$ cat src/rtl/mem_req_initiator.sv
// Byte-serial MOV/MOC initiator: splits byte/halfword/word accesses into byte transfers.
// Optional MEM_REQ_SIGN_EXT_EN adds SGN for sign-extended byte/halfword loads.
module mem_req_initiator #(
  parameter int ADDR_W  = 8,
  parameter int TIMEOUT = 15
) (
  input  logic              CLK,
  input  logic              RESET,
  input  logic              REQ,
`ifdef MEM_REQ_SIGN_EXT_EN
  input  logic              SGN,
`endif
  input  logic              RW,
  input  logic [1:0]        SIZE,
  input  logic [ADDR_W-1:0] ADDR,
  input  logic [31:0]       WDATA,
  output logic              BUSY,
  output logic              DONE,
  output logic              ERR,
  output logic [31:0]       RDATA,
  output logic              MOV,
  output logic              MRW,
  output logic [ADDR_W-1:0] MADDR,
  output logic [7:0]        MDOUT,
  input  logic [7:0]        MDIN,
  input  logic              MOC,
  output logic [2:0]        fsm_state
);

  // Handshake: MOV rises with MADDR/MRW/MDOUT stable and stays high until MOC is
  // seen high; MOC must then fall before the next byte's MOV may rise.
  typedef enum logic [2:0] {
    S_IDLE, S_ISSUE, S_WAIT_HI, S_WAIT_LO, S_FINISH, S_FAULT
  } state_t;

  localparam logic [7:0] TIMER_INIT = TIMEOUT[7:0];

  state_t              state, state_nxt;
  logic                rw_q;
  logic [1:0]          size_q;
  logic [ADDR_W-1:0]   addr_q;
  logic [31:0]         wdata_q;
  logic [31:0]         rbuf_q;
  logic [31:0]         rdata_q;
  logic [31:0]         rdata_ext;
  logic [1:0]          idx_q, idx_nxt;
  logic [7:0]          timer_q, timer_nxt;
  logic [1:0]          last_idx;
  logic                misaligned;
  logic                capture;
  logic                load_rdata;
  logic                sgn_eff;

  assign misaligned = (SIZE == 2'b11) ||
                      ((SIZE == 2'b01) && ADDR[0]) ||
                      ((SIZE == 2'b10) && (ADDR[1:0] != 2'b00));

  // Index of the final byte: 0, 1 or 3 for byte, halfword, word.
  assign last_idx = {size_q[1], size_q[1] | size_q[0]};

  always_comb begin
    state_nxt  = state;
    idx_nxt    = idx_q;
    timer_nxt  = timer_q;
    capture    = 1'b0;
    load_rdata = 1'b0;
    unique case (state)
      S_IDLE: begin
        if (REQ) begin
          idx_nxt   = 2'd0;
          state_nxt = misaligned ? S_FAULT : S_ISSUE;
        end
      end
      S_ISSUE: begin
        timer_nxt = TIMER_INIT;
        state_nxt = S_WAIT_HI;
      end
      S_WAIT_HI: begin
        if (MOC) begin
          capture   = rw_q;
          timer_nxt = TIMER_INIT;
          state_nxt = S_WAIT_LO;
        end else if (timer_q <= 8'd1) begin
          state_nxt = S_FAULT;
        end else begin
          timer_nxt = timer_q - 8'd1;
        end
      end
      S_WAIT_LO: begin
        if (!MOC) begin
          if (idx_q == last_idx) begin
            load_rdata = rw_q;
            state_nxt  = S_FINISH;
          end else begin
            idx_nxt   = idx_q + 2'd1;
            state_nxt = S_ISSUE;
          end
        end else if (timer_q <= 8'd1) begin
          state_nxt = S_FAULT;
        end else begin
          timer_nxt = timer_q - 8'd1;
        end
      end
      S_FINISH: state_nxt = S_IDLE;
      S_FAULT:  state_nxt = S_IDLE;
      default:  state_nxt = S_IDLE;
    endcase
  end

`ifdef MEM_REQ_SIGN_EXT_EN
  logic sgn_q;
  always_ff @(posedge CLK) begin
    if (RESET) begin
      sgn_q <= 1'b0;
    end else if (state == S_IDLE && REQ) begin
      sgn_q <= SGN;
    end
  end
  assign sgn_eff = sgn_q;
`else
  assign sgn_eff = 1'b0;
`endif

  always_comb begin
    unique case (size_q)
      2'b00:   rdata_ext = {{24{sgn_eff & rbuf_q[7]}},  rbuf_q[7:0]};
      2'b01:   rdata_ext = {{16{sgn_eff & rbuf_q[15]}}, rbuf_q[15:0]};
      default: rdata_ext = rbuf_q;
    endcase
  end

  always_ff @(posedge CLK) begin
    if (RESET) begin
      state   <= S_IDLE;
      idx_q   <= 2'd0;
      timer_q <= 8'd0;
      rw_q    <= 1'b0;
      size_q  <= 2'b00;
      addr_q  <= '0;
      wdata_q <= 32'd0;
      rbuf_q  <= 32'd0;
      rdata_q <= 32'd0;
    end else begin
      state   <= state_nxt;
      idx_q   <= idx_nxt;
      timer_q <= timer_nxt;
      if (state == S_IDLE && REQ) begin
        rw_q    <= RW;
        size_q  <= SIZE;
        addr_q  <= ADDR;
        wdata_q <= WDATA;
        rbuf_q  <= 32'd0;
      end
      if (capture) rbuf_q[{idx_q, 3'b000} +: 8] <= MDIN;
      if (load_rdata) rdata_q <= rdata_ext;
    end
  end

  // Bus outputs decode straight from registered state so they hold stable across WAIT_HI.
  assign BUSY      = (state != S_IDLE);
  assign DONE      = (state == S_FINISH);
  assign ERR       = (state == S_FAULT);
  assign MOV       = (state == S_ISSUE) || (state == S_WAIT_HI);
  assign MRW       = rw_q;
  assign MADDR     = addr_q + ADDR_W'(idx_q);
  assign MDOUT     = wdata_q[{idx_q, 3'b000} +: 8];
  assign RDATA     = rdata_q;
  assign fsm_state = state;

endmodule

$ cat config.mk
export PLATFORM = sky130hd
export DESIGN_NAME = mem_req_initiator
export DESIGN_NICKNAME = d
export VERILOG_FILES = /design/src/rtl/mem_req_initiator.sv
export SDC_FILE = /design/constraint.sdc
export NUM_CORES = 1
export LEC_CHECK = 0
export BUFFER_PORTS_ARGS = -buffer_cell sky130_fd_sc_hd__buf_2
export CAP_MARGIN = 0
export CORE_ASPECT_RATIO = 0.9
export CORE_MARGIN = 4
export CORE_UTILIZATION = 45
export CTS_CLUSTER_SIZE = 40
export DETAILED_ROUTE_END_ITERATION = 10
export GPL_TIMING_DRIVEN = 0
export PLACE_DENSITY_LB_ADDON = 0.15
export SETUP_SLACK_MARGIN = 0.1
export SLEW_MARGIN = 0
export SYNTH_ARGS = -nofsm -noshare
export SYNTH_HDL_FRONTEND = slang
export SYNTH_SLANG_ARGS = --single-unit
export TNS_END_PERCENT = 1
$ cat constraint.sdc
create_clock -name CLK -period 3.3 [get_ports CLK]
set_input_delay 0.33 -clock CLK [delete_from_list [all_inputs] [get_ports CLK]]
set_output_delay 0.33 -clock CLK [all_outputs]
set_load 0.01 [all_outputs]
## Word level (Yosys, flattened, before mapping)

Cells that the tools add are included.

- Word-level logic and storage cells: 71
- Latch bits: 0
- Output and inout port bits: 56
- Memory bits (read-only): 0
- Memories kept: 0
- Register bits: 120
- Input bits: 55
- Bits in writable memories: 0

- Bitwise gates (word level): 1
- Multipliers: 0
- Reduce and logical (&&, ||, !) cells: 14
- $lt $le $gt $ge: 1
- Add/sub/neg operators: 4
- Multiplexer cells: 25
- Shifts and indexed selects: 3
- Divide/modulo/power cells: 0
- Equal/unequal tests: 14

Operators with widths:

| cell | number |
|---|---|
| $mux W32 | 3 |
| $pmux W32 S2 | 1 |
| $bwmux W32 | 1 |
| $shift A8 B7 Y32 const A | 1 |
| $shiftx A32 B6 Y8 | 1 |
| $shiftx A8 B7 Y32 | 1 |
| $mux W8 | 3 |
| $pmux W8 S3 | 1 |
| $mux W3 | 6 |
| $pmux W3 S4 | 1 |
| $add A8 B2 Y8 | 1 |
| $le A8 B1 Y1 const B | 1 |
| $ne A2 B2 Y1 const B | 4 |
| $sub A8 B1 Y8 const B | 1 |
| $neg A5 Y7 | 1 |
| $eq A3 B2 Y1 const B | 2 |
| $eq A3 B3 Y1 const B | 2 |
| $mux W2 | 3 |
| $reduce_bool A3 Y1 | 2 |
| $mux W1 | 5 |
| $eq A2 B1 Y1 const B | 2 |
| $eq A2 B2 Y1 const B | 2 |
| $pmux W2 S2 | 1 |
| $reduce_and A4 Y1 | 1 |
| other kinds (10) | 15 |

## Logic depth before layout (Yosys ltp)

- Word-level depth: 7
- Mapped depth: 7
- Mapped depth without buffers: 6

## Worst setup path after synthesis

OpenSTA, ideal clock, no wires.

- Path kind: register -> output
- From: register idx_q[1]
- To: output port MADDR[6]
- Cell stages (with the launch flop): 7
- Path buffers: 1
- Path slack: 1343 ps
- Arrival: 1627 ps
- Cells stage by stage: dfxtp_1 > buf_2 > inv_1 > fa_1 > nor2_1 > nand3_1 > xnor2_1

- Longest elaborated chain between the ends: 1

Ends and longest elaborated chain:

| what | line | text |
|---|---|---|
| from (decl) | 46 | `logic [1:0] idx_q, idx_nxt;` |
| from (signal assigned) | 145 | `idx_q <= idx_nxt;` |
| $add A8 B2 Y8 | 165 | `assign MADDR = addr_q + ADDR_W'(idx_q);` |
| to (decl) | 23 | `output logic [ADDR_W-1:0] MADDR,` |

Every way passes these cells.

## Worst setup path in the final report

Ends and elaborated chain as after synthesis.

==> metrics.txt <==
synthesized area around 0.0053 sq mm; outcome finished clean; P&R area growth vs syn 24.97%; area occupied by multi-input gates roughly 0.0026 sq mm; largest net degree at the start of global routing 17; ranking of synthesized cells by area dfxtp_1, a21oi_1, nand3_1, nand2_1, o21ai_0; Worst R2R Setup Slack about 760 ps; syn nets 705; number of antenna violations at the first check in global routing 0; area share of the largest cell type after synthesis a little under half; H-tree depth 4; Synth Flop Type dfxtp_1; RSZ-0062 raised after global routing no; YS warnings 0; I/O Pins 111; Filler Cells Inserted between 1,000 and 1,500; element type at the critical path end output port; commonest cells in the netlist dfxtp_1, a21oi_1, nand2_1; # hold bufs at CTS 0; Hold Vio Cnt, Final 0; total gr overflow 0; # resized after CTS 0; final wirelength 15.31 mm; Internal Pwr Total between 3 and 4 mW; FF-to-FF Start idx_q[1]; Worst Tran Pin Value around 900 ps; Antenna Cells 0; EDFF count, synth 0; Reg2Reg Depth 6; Max-slew headroom between 30 and 40%; post-DR vias/cell roughly 5.5; crit path kind register to output port; setup TNS 0 ps; Max FO, Critical Path 10; Clk pin slew, worst setup/hold paths around 60 ps; die area between 0.01 and 0.015 sq mm; Syn Area/Cell 8.205 sq um; Slew Limit Fails 0; post-route ant nets 0; max_cap viols 0; first-pass GRT wire length about 25 mm; Critical Path Start Type register; RD Place Congestion a little under 0.9; Unique masters post-synth 47; f_max about 360 MHz; GRT Resource Usage Total between 20% and 30%; switching share of power 35.78%; CTS tree built; row count 37; Non-Filler Instances about 940; CORE AREA 0.01143 sq mm; detailed-route DRC error count 0; initial DRC count about 390; Static Leak around 2.5 nW; switching power ~1.8 mW; via count 5,191; placed cells roughly 910; final cell utilization of the core approximately 57%; minimum clock period ~2800 ps; Hold Crit Start WDATA[26]; post-synthesis cell count 640; post-synth top area cell dfxtp_1; Die X between 100 and 150 um; total CTS buffers 17; Buffers on Ports about 110; WHS 140.8 ps; Hold Path Class input pin to register; Skew-Pair Late Insertion Delay around 420 ps; Setup Skew approximately 7.2 ps; overall power just under 5 mW; height of the die 110.5 um; layout cell share with drive strength beyond 1 a little over a fifth; routed len/inst 16.34 um; initial core utilization ~46%; clk root buf clkbuf_16; DR pass1 iterations 5; Sinks on Clock Net 120; vias in the first global route ~5,000; worst-case clock buffer depth 2; reg2reg end rbuf_q[23]; pwr dens approximately 750 mW/mm^2; fraction of the cycle the final worst path needs a little over four fifths; # Post-CTS Setup Buffers 0; FF/Latch Area 0.002402 sq mm; DP HPWL 11.17 mm; asr flop ratio synth 0%; Worst EP required 2970 ps; Cells on Worst Hold Path 3; combinational share of power approximately 28%; final setup vio count 0; Worst Path Arrival 2430 ps; Min-Delay Endpoint wdata_q[26]; Sequential Power Share 35.7%; number of nets in the layout between 800 and 900; sequential fraction of the synthesis area between 40% and 50%; Max rail drop VDD ~460 uV; top-count cell post-synth dfxtp_1; Clock power frac 36.3%; Seq cells post-synth 120
cell usage in the layout, fill, tap and decap left out, drive strengths merged, types with 14 or more instances in the layout:
cell type / n
a21oi: 106
inv: 15
nand2: 102
dfxtp: 120
clkbuf: 52
nand3: 81
buf: 125
nand4: 24
o21ai: 37
nor2: 14
through the flow:
step	setup slack, ps	cell area, sq um
3_3_place_gp	835.4	5992
5_1_grt	349.6	6563
2_1_floorplan	1343	5251
4_1_cts	514.0	6563
6_report	539.8	6563
3_5_place_dp	801.8	5992
cell families (layout without fill, tap and decap cells):
group / Yosys count / in the layout / share of synthesized area [%]
compound gates: 157 / 157 / 15.99
xor+xnor: 11 / 11 / 1.835
fa+ha+maj: 10 / 10 / 2.526
buf+inv: 61 / 202 / 4.575
flops: 120 / 120 / 45.75
mux: 8 / 8 / 3.431
simple gates: 273 / 273 / 25.90
critical path, stage by stage, from the launching register on:
cell and delay, ps:
dfxtp_1 450, buf_2 320, inv_1 190, fa_1 470
nor2_1 190, nand3_1 120, xnor2_1 130, buf_2 140
layout make-up:
class	count	share of cell area, %
plain buffers	51	3.089
clock buffers	17	6.482
clock inverters	15	2.212
inverters	10	0.5720
multi-input cells	459	39.75
flip-flops and latches	120	36.61
well taps	156	2.974
repair buffers	109	8.313
routing by layer:
metal  GRT usage (%)  routed length [um]
met4           7.842                 329
met2           36.38                7138
met5               0                   0
met1           31.34                6890
met3           5.069                 951
state kept, by name (all words and copies together), names as in the netlist:
name	cells
rbuf_q	32
size_q	2
MRW	1
RDATA	32
wdata_q	32
idx_q	2
addr_q	8
fsm_state	3
timer_q	8
how the worst max path moves through the flow:
stage / startpoint / to / slack, ps / cells after the start
after floorplan: idx_q[1] / MADDR[6] / 1340 / 6
after global placement: idx_q[1] / rbuf_q[10] / 840 / 6
after detailed placement: idx_q[1] / rbuf_q[20] / 800 / 6
after CTS: idx_q[1] / MADDR[6] / 510 / 7
after global routing: idx_q[1] / MADDR[6] / 350 / 7
final: idx_q[1] / MADDR[6] / 540 / 7
power groups by stage:
| stage | combinational [mW] | clock [mW] | sequential (mW) |
|---|---|---|---|
| 2_1_floorplan | 0.960 | 0 | 1.74 |
| 3_3_place_gp | 1.34 | 0 | 1.77 |
| 3_5_place_dp | 1.36 | 0 | 1.78 |
| 4_1_cts | 1.37 | 1.80 | 1.75 |
| 5_1_grt | 1.53 | 1.88 | 1.77 |
| 6_report | 1.37 | 1.78 | 1.75 |
Note: power is estimated with default switching activity, not from simulation.
